<file path="src/rtl/micro_tile_switch_if.sv">
`default_nettype none
// ============================================================================
// micro_tile_switch_if : pad-side select/data bus of the tile container
// Rev 1.0
// ============================================================================
interface micro_tile_switch_if #(
  parameter int N_TILES = 4,
  parameter int SEL_W   = 2,
  parameter int DATA_W  = 8
);
  logic [SEL_W-1:0]          sel_in;
  logic [N_TILES*DATA_W-1:0] tile_uo_i;
  logic [N_TILES-1:0]        tile_rst_n;
  logic [N_TILES-1:0]        tile_en;
  logic [DATA_W-1:0]         uo_out;
  logic [SEL_W-1:0]          active_sel;
  logic                      busy;
  logic [7:0]                switch_cnt;

  modport master (
    output sel_in, tile_uo_i,
    input  tile_rst_n, tile_en, uo_out, active_sel, busy, switch_cnt
  );

  modport slave (
    input  sel_in, tile_uo_i,
    output tile_rst_n, tile_en, uo_out, active_sel, busy, switch_cnt
  );
endinterface
`default_nettype wire

</file>
<file path="src/rtl/micro_tile_switch.sv">
`default_nettype none
// ============================================================================
// micro_tile_switch : N-tile container, glitch-free drain/settle tile select
// Rev 1.0
// ============================================================================
module micro_tile_switch #(
  parameter int N_TILES     = 4,
  parameter int SEL_W       = 2,
  parameter int DATA_W      = 8,
  parameter int SETTLE_CYC  = 4,
  parameter int SYNC_STAGES = 2
) (
  input wire clk,
  input wire rst,
  micro_tile_switch_if.slave bus
);

  localparam int C_CNT_W = $clog2(SETTLE_CYC + 1);
  localparam logic [C_CNT_W-1:0] C_CNT_LAST = C_CNT_W'(SETTLE_CYC - 1);

  typedef enum logic [1:0] {
    ST_RUN    = 2'd0,
    ST_DRAIN  = 2'd1,
    ST_SETTLE = 2'd2
  } state_t;

  state_t              r_state;
  logic [C_CNT_W-1:0]  r_cnt;
  logic [SEL_W-1:0]    r_active_sel;
  logic [SEL_W-1:0]    r_sync [SYNC_STAGES];
  logic [N_TILES-1:0]  r_tile_rst_n;
  logic [N_TILES-1:0]  r_tile_en;
  logic [DATA_W-1:0]   r_uo_out;
  logic                r_busy;
  logic [7:0]          r_switch_cnt;

  logic [SEL_W-1:0]    w_sel_s;
  logic [N_TILES-1:0]  w_onehot;
  logic [DATA_W-1:0]   w_tile_data;

  assign w_sel_s = r_sync[SYNC_STAGES-1];

  always_ff @(posedge clk or posedge rst) begin
    if (rst) begin
      for (int i = 0; i < SYNC_STAGES; i++) r_sync[i] <= '0;
    end else begin
      r_sync[0] <= bus.sel_in;
      for (int i = 1; i < SYNC_STAGES; i++) r_sync[i] <= r_sync[i-1];
    end
  end

  // An out-of-range selection decodes to no tile and zero data (idle).
  always_comb begin
    w_onehot    = '0;
    w_tile_data = '0;
    for (int k = 0; k < N_TILES; k++) begin
      if (r_active_sel == SEL_W'(k)) begin
        w_onehot[k] = 1'b1;
        w_tile_data = bus.tile_uo_i[k*DATA_W +: DATA_W];
      end
    end
  end

  always_ff @(posedge clk or posedge rst) begin
    if (rst) begin
      r_state      <= ST_SETTLE;
      r_cnt        <= '0;
      r_active_sel <= '0;
      r_tile_rst_n <= '0;
      r_tile_en    <= '0;
      r_uo_out     <= '0;
      r_busy       <= 1'b1;
      r_switch_cnt <= '0;
    end else begin
      case (r_state)
        ST_RUN: begin
          if (w_sel_s != r_active_sel) begin
            r_state      <= ST_DRAIN;
            r_tile_rst_n <= '0;
            r_tile_en    <= '0;
            r_uo_out     <= '0;
            r_busy       <= 1'b1;
            if (r_switch_cnt != 8'hFF) r_switch_cnt <= r_switch_cnt + 8'd1;
          end else begin
            r_tile_rst_n <= w_onehot;
            r_tile_en    <= w_onehot;
            r_uo_out     <= w_tile_data;
            r_busy       <= 1'b0;
          end
        end
        ST_DRAIN: begin
          r_active_sel <= w_sel_s;
          r_cnt        <= '0;
          r_state      <= ST_SETTLE;
        end
        ST_SETTLE: begin
          // A select change while settling restarts the hold window.
          if (w_sel_s != r_active_sel) begin
            r_active_sel <= w_sel_s;
            r_cnt        <= '0;
          end else if (r_cnt == C_CNT_LAST) begin
            r_state      <= ST_RUN;
            r_tile_rst_n <= w_onehot;
            r_tile_en    <= w_onehot;
            r_uo_out     <= '0;
            r_busy       <= 1'b0;
          end else begin
            r_cnt <= r_cnt + 1'b1;
          end
        end
        default: begin
          r_state      <= ST_SETTLE;
          r_cnt        <= '0;
          r_tile_rst_n <= '0;
          r_tile_en    <= '0;
          r_uo_out     <= '0;
          r_busy       <= 1'b1;
        end
      endcase
    end
  end

  assign bus.tile_rst_n = r_tile_rst_n;
  assign bus.tile_en    = r_tile_en;
  assign bus.uo_out     = r_uo_out;
  assign bus.active_sel = r_active_sel;
  assign bus.busy       = r_busy;
  assign bus.switch_cnt = r_switch_cnt;

endmodule
`default_nettype wire

</file>
<file path="src/flat_wrapper.sv">
// flat-port wrapper written by rule: the top's interface ports become plain ports
module micro_tile_switch_flat 
#(
  parameter int N_TILES     = 4,
  parameter int SEL_W       = 2,
  parameter int DATA_W      = 8,
  parameter int SETTLE_CYC  = 4,
  parameter int SYNC_STAGES = 2
)
  (clk, rst, bus_sel_in, bus_tile_uo_i, bus_tile_rst_n, bus_tile_en, bus_uo_out, bus_active_sel, bus_busy, bus_switch_cnt);
  micro_tile_switch_if #(.N_TILES(N_TILES), .SEL_W(SEL_W), .DATA_W(DATA_W)) bus_i ();
  input wire clk;
  input wire rst;
  input wire logic [$bits(bus_i.sel_in)-1:0] bus_sel_in;
  input wire logic [$bits(bus_i.tile_uo_i)-1:0] bus_tile_uo_i;
  output wire logic [$bits(bus_i.tile_rst_n)-1:0] bus_tile_rst_n;
  output wire logic [$bits(bus_i.tile_en)-1:0] bus_tile_en;
  output wire logic [$bits(bus_i.uo_out)-1:0] bus_uo_out;
  output wire logic [$bits(bus_i.active_sel)-1:0] bus_active_sel;
  output wire logic [$bits(bus_i.busy)-1:0] bus_busy;
  output wire logic [$bits(bus_i.switch_cnt)-1:0] bus_switch_cnt;
  assign bus_i.sel_in = bus_sel_in;
  assign bus_i.tile_uo_i = bus_tile_uo_i;
  assign bus_tile_rst_n = bus_i.tile_rst_n;
  assign bus_tile_en = bus_i.tile_en;
  assign bus_uo_out = bus_i.uo_out;
  assign bus_active_sel = bus_i.active_sel;
  assign bus_busy = bus_i.busy;
  assign bus_switch_cnt = bus_i.switch_cnt;
  micro_tile_switch #(.N_TILES(N_TILES), .SEL_W(SEL_W), .DATA_W(DATA_W), .SETTLE_CYC(SETTLE_CYC), .SYNC_STAGES(SYNC_STAGES)) u_core (.clk(clk), .rst(rst), .bus(bus_i));
endmodule
</file>
<file path="config.mk">
export PLATFORM = sky130hd
export DESIGN_NAME = micro_tile_switch_flat
export DESIGN_NICKNAME = d
export VERILOG_FILES = /design/src/rtl/micro_tile_switch_if.sv /design/src/rtl/micro_tile_switch.sv /design/src/flat_wrapper.sv
export SDC_FILE = /design/constraint.sdc
export NUM_CORES = 1
export LEC_CHECK = 0
export ABC_AREA = 1
export CORE_MARGIN = 1
export CORE_UTILIZATION = 38
export CTS_BUF_LIST = sky130_fd_sc_hd__clkbuf_8
export DETAILED_ROUTE_END_ITERATION = 10
export PLACE_DENSITY = 0.7
export SYNTH_ARGS = -nofsm -noshare
export SYNTH_HDL_FRONTEND = slang
export SYNTH_SLANG_ARGS = --single-unit
</file>
<file path="constraint.sdc">
create_clock -name clk -period 1.7 [get_ports clk]
set_input_delay 0.51 -clock clk [delete_from_list [all_inputs] [get_ports clk]]
set_output_delay 0.51 -clock clk [all_outputs]
set_load 0.05 [all_outputs]
</file>
==> run_results.csv <==
group,metric,value,unit
synthesis,synth_area,0.001804,mm2
timing,timing.final.crit_share,0.9398,
synthesis,ys_ff_latch,32,
synthesis,avgSynthCellArea,7.246,um2
critical_path,reg2reg_from,"u_core.bus.active_sel[1]",
route,wl_per_cell,11.54,um
critical_path,crit_type,"flip-flop to output pin",
critical_path,worstSetupEndpointType,"output pin",
route,dr.pass1.iters,9,
worst_hold_path,hp-class,"flip-flop to flip-flop",
place,portBuffers,62,
place,placedCellCount,358,
floorplan,fp.dieArea,0.005028,mm2
clock_network,insertion_delay,0.28,ns
timing,final-setup-viol-count,0,
pwr,p_leak,1.446,nW
route,drtIter0Drc,108,
grt,antenna_found_initial,0,
route,met2WireLength,2.098,mm
floorplan,die_w,70.91,um
timing,slew_viol_final,0,
place,gp_congestion,0.8447,
floorplan,rows,24,
layout,layout_commonest_cell,"nand2_1",
route,postRouteAntennaNets,0,
outcome,status,"finished with violations",
route,finalWirelength,4.245,mm
clock_network,root_buffer,"clkbuf_8",
grt,grt_pass1_wl,7.389,mm
timing,fin_skew,0.002460,ns
timing,rsz0062_at_grt,"no",
grt,grt_max_degree,33,
floorplan,start_util,0.4060,
layout,syn_to_final_growth,57.91,%
timing,fmax,625.9,MHz
layout,diodes,0,
route,wl_met3,164,um
clock_network,cts_tree,"yes",
clock_network,clk_pin_slew,0.06,ns
clock_network,cts_hold_buf,0,
floorplan,core_area,0.004444,mm2
place,dpl_cell_area,0.002750,mm2
pwr,irDropWorstVdd,0.9275,mV
synthesis,synthCells,249,
timing,timing.final.hold_violations,0,
grt,grt.total_usage,0.1876,
route,top_layer,"met4",
route,route.detailed.drc,2,
synthesis,syn-num-nets,288,
grt,gr-total-overflow,0,
route,wirelength_met1,1.921,mm
clock_network,htreeDepth,2,
outcome,violations,"design-rule violations",
layout,drive_gt1_frac,0.1709,
layout,fin_area,0.002849,mm2
clock_network,cts.sinks,32,
clock_network,cts_inserted_buffers,5,
worst_hold_path,hold_start,"u_core.r_sync[2]",
synthesis,synthDistinctLibCells,23,
critical_path,cp_max_fo,9,
timing,max_slew_margin,0.7152,
layout,n_fill_cell,390,
critical_path,worstPathArrival,1.09,ns
layout,mostFrequentLayoutCells,"nand2_1, clkdlybuf4s50_1, buf_12",
route,via_per_inst,4.701,
timing,worst_pin_slew,0.4262,ns
critical_path,crit_path_start_kind,"flip-flop",
timing,min_period,1.598,ns
clock_network,cts_buffer_depth,2,
floorplan,die_h,70.91,um
pwr,power_density,1737,mW/mm2
route,vias,1730,
place,hpwl,3.333,mm
floorplan,boundaryPins,63,
layout,stdcell_count,368,
synthesis,ys_seq_area_frac,0.4452,
layout,final_nets,354,
grt,grt_pass1_vias,1662,
flow_run,max_cap_violations,0,
synthesis,yosys_warnings,0,
timing,tns,0,ns
critical_path,crit_path_start,"u_core.bus.active_sel[1]",
critical_path,worstPathRequired,1.19,ns
-- worst paths after layout --
| check | to | slack [ns] | cells after the start |
|---|---|---|---|
| max | bus_active_sel[1] | 0.10 | 2 |
| min | u_core.w_sel_s[0] | 0.35 | 0 |
| max reg2reg | u_core.bus.switch_cnt[3] | 0.14 | 9 |
| min reg2reg | u_core.w_sel_s[0] | 0.35 | 0 |
| max in group asynchronous | u_core.r_state[1] | 0.89 | 3 |
| min in group asynchronous | u_core.bus.switch_cnt[7] | 0.58 | 3 |
-- power by group --
group,total (mW),switching [mW],internal [mW]
clock,0.535,0.261,0.275
combinational,3.10,1.74,1.36
sequential,1.31,0.304,1.01
total,4.95,2.30,2.65
-- stage by stage --
step	hold slack [ns]	worst slack, ns	power (mW)	utilization
after global routing	0.3638	0.002097	5.276	0.6410
final	0.3503	0.1023	4.948	0.6410
after detailed placement	0.3387	0.1635	4.399	0.6188
after floorplan	0.3312	0.06043	3.046	-
after CTS	0.3535	0.08648	4.948	0.6371
after global placement	0.3350	0.1663	4.362	0.6188
-- critical path: stages, from the launching register on --
cell     delay (ns)
dfrtp_1        0.46
buf_4          0.21
buf_12         0.14
-- cell families (layout without fill, tap and decap cells) --
logic type                 after synthesis  after routing  share of synthesized area
AOI/OAI and AO/OA                       29             29                    0.09223
xor gates and xnor gates                 3              3                    0.01457
adders and majority gates                3              3                    0.02081
buffers and inverters                   35            102                    0.09362
DFF                                     32             32                     0.4452
and+or+nand+nor                        147            147                     0.3336
-- registers in the layout (all words and copies together) (netlist names) --
signal and count:
u_core.r_state 2, u_core.bus.uo_out 8, u_core.w_sel_s 2, u_core.bus.busy 1, u_core.r_sync 2, u_core.bus.active_sel 2, u_core.bus.switch_cnt 8, u_core.bus.tile_rst_n 4
u_core.r_cnt 3
-- cells in the mapped netlist, drive strengths merged --
cell type | n | area (um2)
a21oi | 1 | 8.760
buf | 10 | 75.07
dfrtp | 30 | 750.7
dfstp | 2 | 52.55
ha | 3 | 37.54
inv | 25 | 93.84
nand2 | 111 | 424.2
nand3 | 5 | 25.02
nand3b | 3 | 22.52
nand4 | 2 | 12.51
nor2 | 26 | 117.6
o2111ai | 4 | 35.03
o211ai | 1 | 7.510
o21ai | 23 | 115.1
xnor2 | 1 | 8.760
xor2 | 2 | 17.52
-- area by class of cell --
class                      instances  area [um2]  area share
timing repair buffer              69       968.4      0.3399
multi-input combinational        182       832.0      0.2921
sequential                        32       805.8      0.2828
inverter                          25       96.34     0.03382
clock buffer                       5       68.82     0.02415
tap                               52       65.06     0.02284
clock inverter                     3       12.51    0.004392
-- per-layer routing --
metal	vias up	GRT usage
met5	-	0
met4	0	0.05778
met3	7	0.04416
met2	35	0.3205
met1	783	0.2365
li1	905	-
-- timing repair --
item | 4_1_cts | 5_1_grt
hold endpoints to repair | 0 | 0
resized for setup | 0 | 1
buffers inserted | 0 | 2
endpoints found under the setup margin | 0 | 4
No activity file was read; power rests on OpenSTA's default activity.
==> RTL change (config.mk and constraints unchanged) <==
`SETTLE_CYC` is set to 4 in 2 places; all go to 8.
--- a/src/rtl/micro_tile_switch.sv
+++ b/src/rtl/micro_tile_switch.sv
@@ -7,7 +7,7 @@
   parameter int N_TILES     = 4,
   parameter int SEL_W       = 2,
   parameter int DATA_W      = 8,
-  parameter int SETTLE_CYC  = 4,
+  parameter int SETTLE_CYC  = 8,
   parameter int SYNC_STAGES = 2
 ) (
   input wire clk,
--- a/src/flat_wrapper.sv
+++ b/src/flat_wrapper.sv
@@ -4,7 +4,7 @@
   parameter int N_TILES     = 4,
   parameter int SEL_W       = 2,
   parameter int DATA_W      = 8,
-  parameter int SETTLE_CYC  = 4,
+  parameter int SETTLE_CYC  = 8,
   parameter int SYNC_STAGES = 2
 )
   (clk, rst, bus_sel_in, bus_tile_uo_i, bus_tile_rst_n, bus_tile_en, bus_uo_out, bus_active_sel, bus_busy, bus_switch_cnt);
Check against the original RTL: not equivalent (a bounded check fails within 10 cycles, from zero or initial values and one cycle with rst high).
==> RTL change against the original RTL <==
Critical endpoint is now bus_active_sel[0]; design area up 3.5%; non-clock buffer count unchanged; area after synthesis up 5.1%; largest power group unchanged; clock power up 20%; largest cell class unchanged; critical path type unchanged; routed wire length up 9.8%; worst setup slack worse by 0.020 ns; critical path depth unchanged; sequential cell count up 1; sequential power up 8%; power up 3.5%; clock skew up 0.0030 ns; sequential share of layout area down 0.069 points; hold slack better by 0.0044 ns.
==> RTL change: results (changes against the original RTL) <==
Slew Limit Fails 0 (unchanged); CTS root buf clkbuf_8; largest net degree at the start of global routing 34 (+3.0%); Psw 2.35 mW (+2.1%); Slew headroom 71.1% (-0.45 points); Data arrival, critical path 1.11 ns (+0.02 ns); critical path fanouts, max 10 (+1); initial antenna violation count 0 (unchanged); via count 1876 (+8.4%); gpl congestion 0.800 (-5.3%); fill count 442 (+13%); H-tree depth 2 (unchanged); DR pass1 iterations 4 (-5); syn_nets 300 (+4.2%); clock skew 0.00544 ns (+0.00298 ns); Post-synth EDFFs 0 (unchanged); Synth top cells by count 109 x nand2_1, 31 x dfrtp_1, 26 x o21ai_0; port buffer count 62 (unchanged); post-synthesis async set-or-reset flop share 100% (unchanged); VDD IR max 0.824 mV (-11%); gr usage total 20.1% (+1.3 points); first-pass GRT wire length 8200 um (+11%); clk_lat worst skew 0.28 ns (about the same); Antenna Cells 0 (unchanged); placed standard-cell area 2850 um^2 (+3.5%); share of cells above drive strength 1 17.8% (+0.70 points); clock buffer depth 2 (unchanged); Final HPWL DP 3550 um (+6.5%); CTS buffer count 5 (unchanged); sequential area share after synthesis 43.7% (-0.85 points); outcome finished clean; worst min path class reg -> reg; Clock transition at path regs 0.06 ns (about the same); First DRT Iteration DRCs 85 (-21%); largest cells by area after synthesis dfrtp_1 41%, nand2_1 22%, o21ai_0 6.9%, nand3_1 4.7%, nor2_1 3.6%; Static Leakage 1.46 nW (+0.77%); Unique masters post-synth 23 (unchanged); WL/cell 11.9 um (+2.9%); nets@finish 363 (+2.5%); synth warn 0 (unchanged)
[RTL change: cell families (layout without fill, tap and decap cells)]
kind of cell / Yosys count / count (layout) / share of synthesized area [%]
AOI/OAI and AO/OA: 29 / 29 / 8.18
xor gates and xnor gates: 8 / 8 / 3.69
adders and majority gates: 2 / 2 / 1.32
buffers and inverters: 34 / 98 / 9.04
DFF: 33 / 33 / 43.7
and+or+nand+nor: 156 / 156 / 34.1
[RTL change: critical path, stage by stage (launching register included)]
cell	delay [ns]
dfrtp_2	0.48
buf_4	0.20
buf_12	0.15
[RTL change: area by class of cell]
class,instances,area (um^2),share of cell area [%]
flip-flops and latches,33,832,28.2
clock buffers,7,96.3,3.27
clock inverters,1,5.00,0.170
inverters,21,78.8,2.67
repair buffers,69,956,32.4
multi-input cells,195,897,30.4
well taps,67,83.8,2.84
[RTL change: power by group through the flow]
stage	Combinational, mW	Clock (mW)	Sequential [mW]
finish	3.07	0.642	1.41
global route	3.30	0.693	1.46
CTS	3.08	0.653	1.41
detailed placement	3.07	0	1.42
global placement	3.03	0	1.41
floorplan	1.15	0	1.93
[RTL change: final timing paths]
kind	start	end	slack, ns	depth (start not counted)
min in group asynchronous	rst	u_core.bus.switch_cnt[3]	0.58	3
worst max-delay path	u_core.bus.active_sel[0]	bus_active_sel[0]	0.08	2
worst min register to register	u_core.r_sync[3]	u_core.w_sel_s[1]	0.35	0
worst min-delay path	u_core.r_sync[3]	u_core.w_sel_s[1]	0.35	0
worst max register to register	u_core.bus.active_sel[1]	u_core.r_cnt[1]	0.17	8
max in group asynchronous	rst	u_core.r_state[1]	0.88	3
[RTL change: stage by stage]
stage	std cells	setup WS [ns]
global route	393	0.0120
floorplan	262	0.118
detailed placement	385	0.164
finish	393	0.0828
CTS	393	0.0806
global placement	385	0.216
[RTL change: timing repair]
action                                  CTS  global route
setup buffers                             0             0
resized for setup                         1             0
endpoints found under the setup margin    1             0
hold endpoints to repair                  0             0
[RTL change: layer usage]
layer	up-vias	global-route usage (%)	part of all wire, %
met2	43	33.5	48
li1	947	-	-
met1	878	25.5	47
met4	0	7.63	1.6
met3	8	4.42	4.0
met5	-	0	0
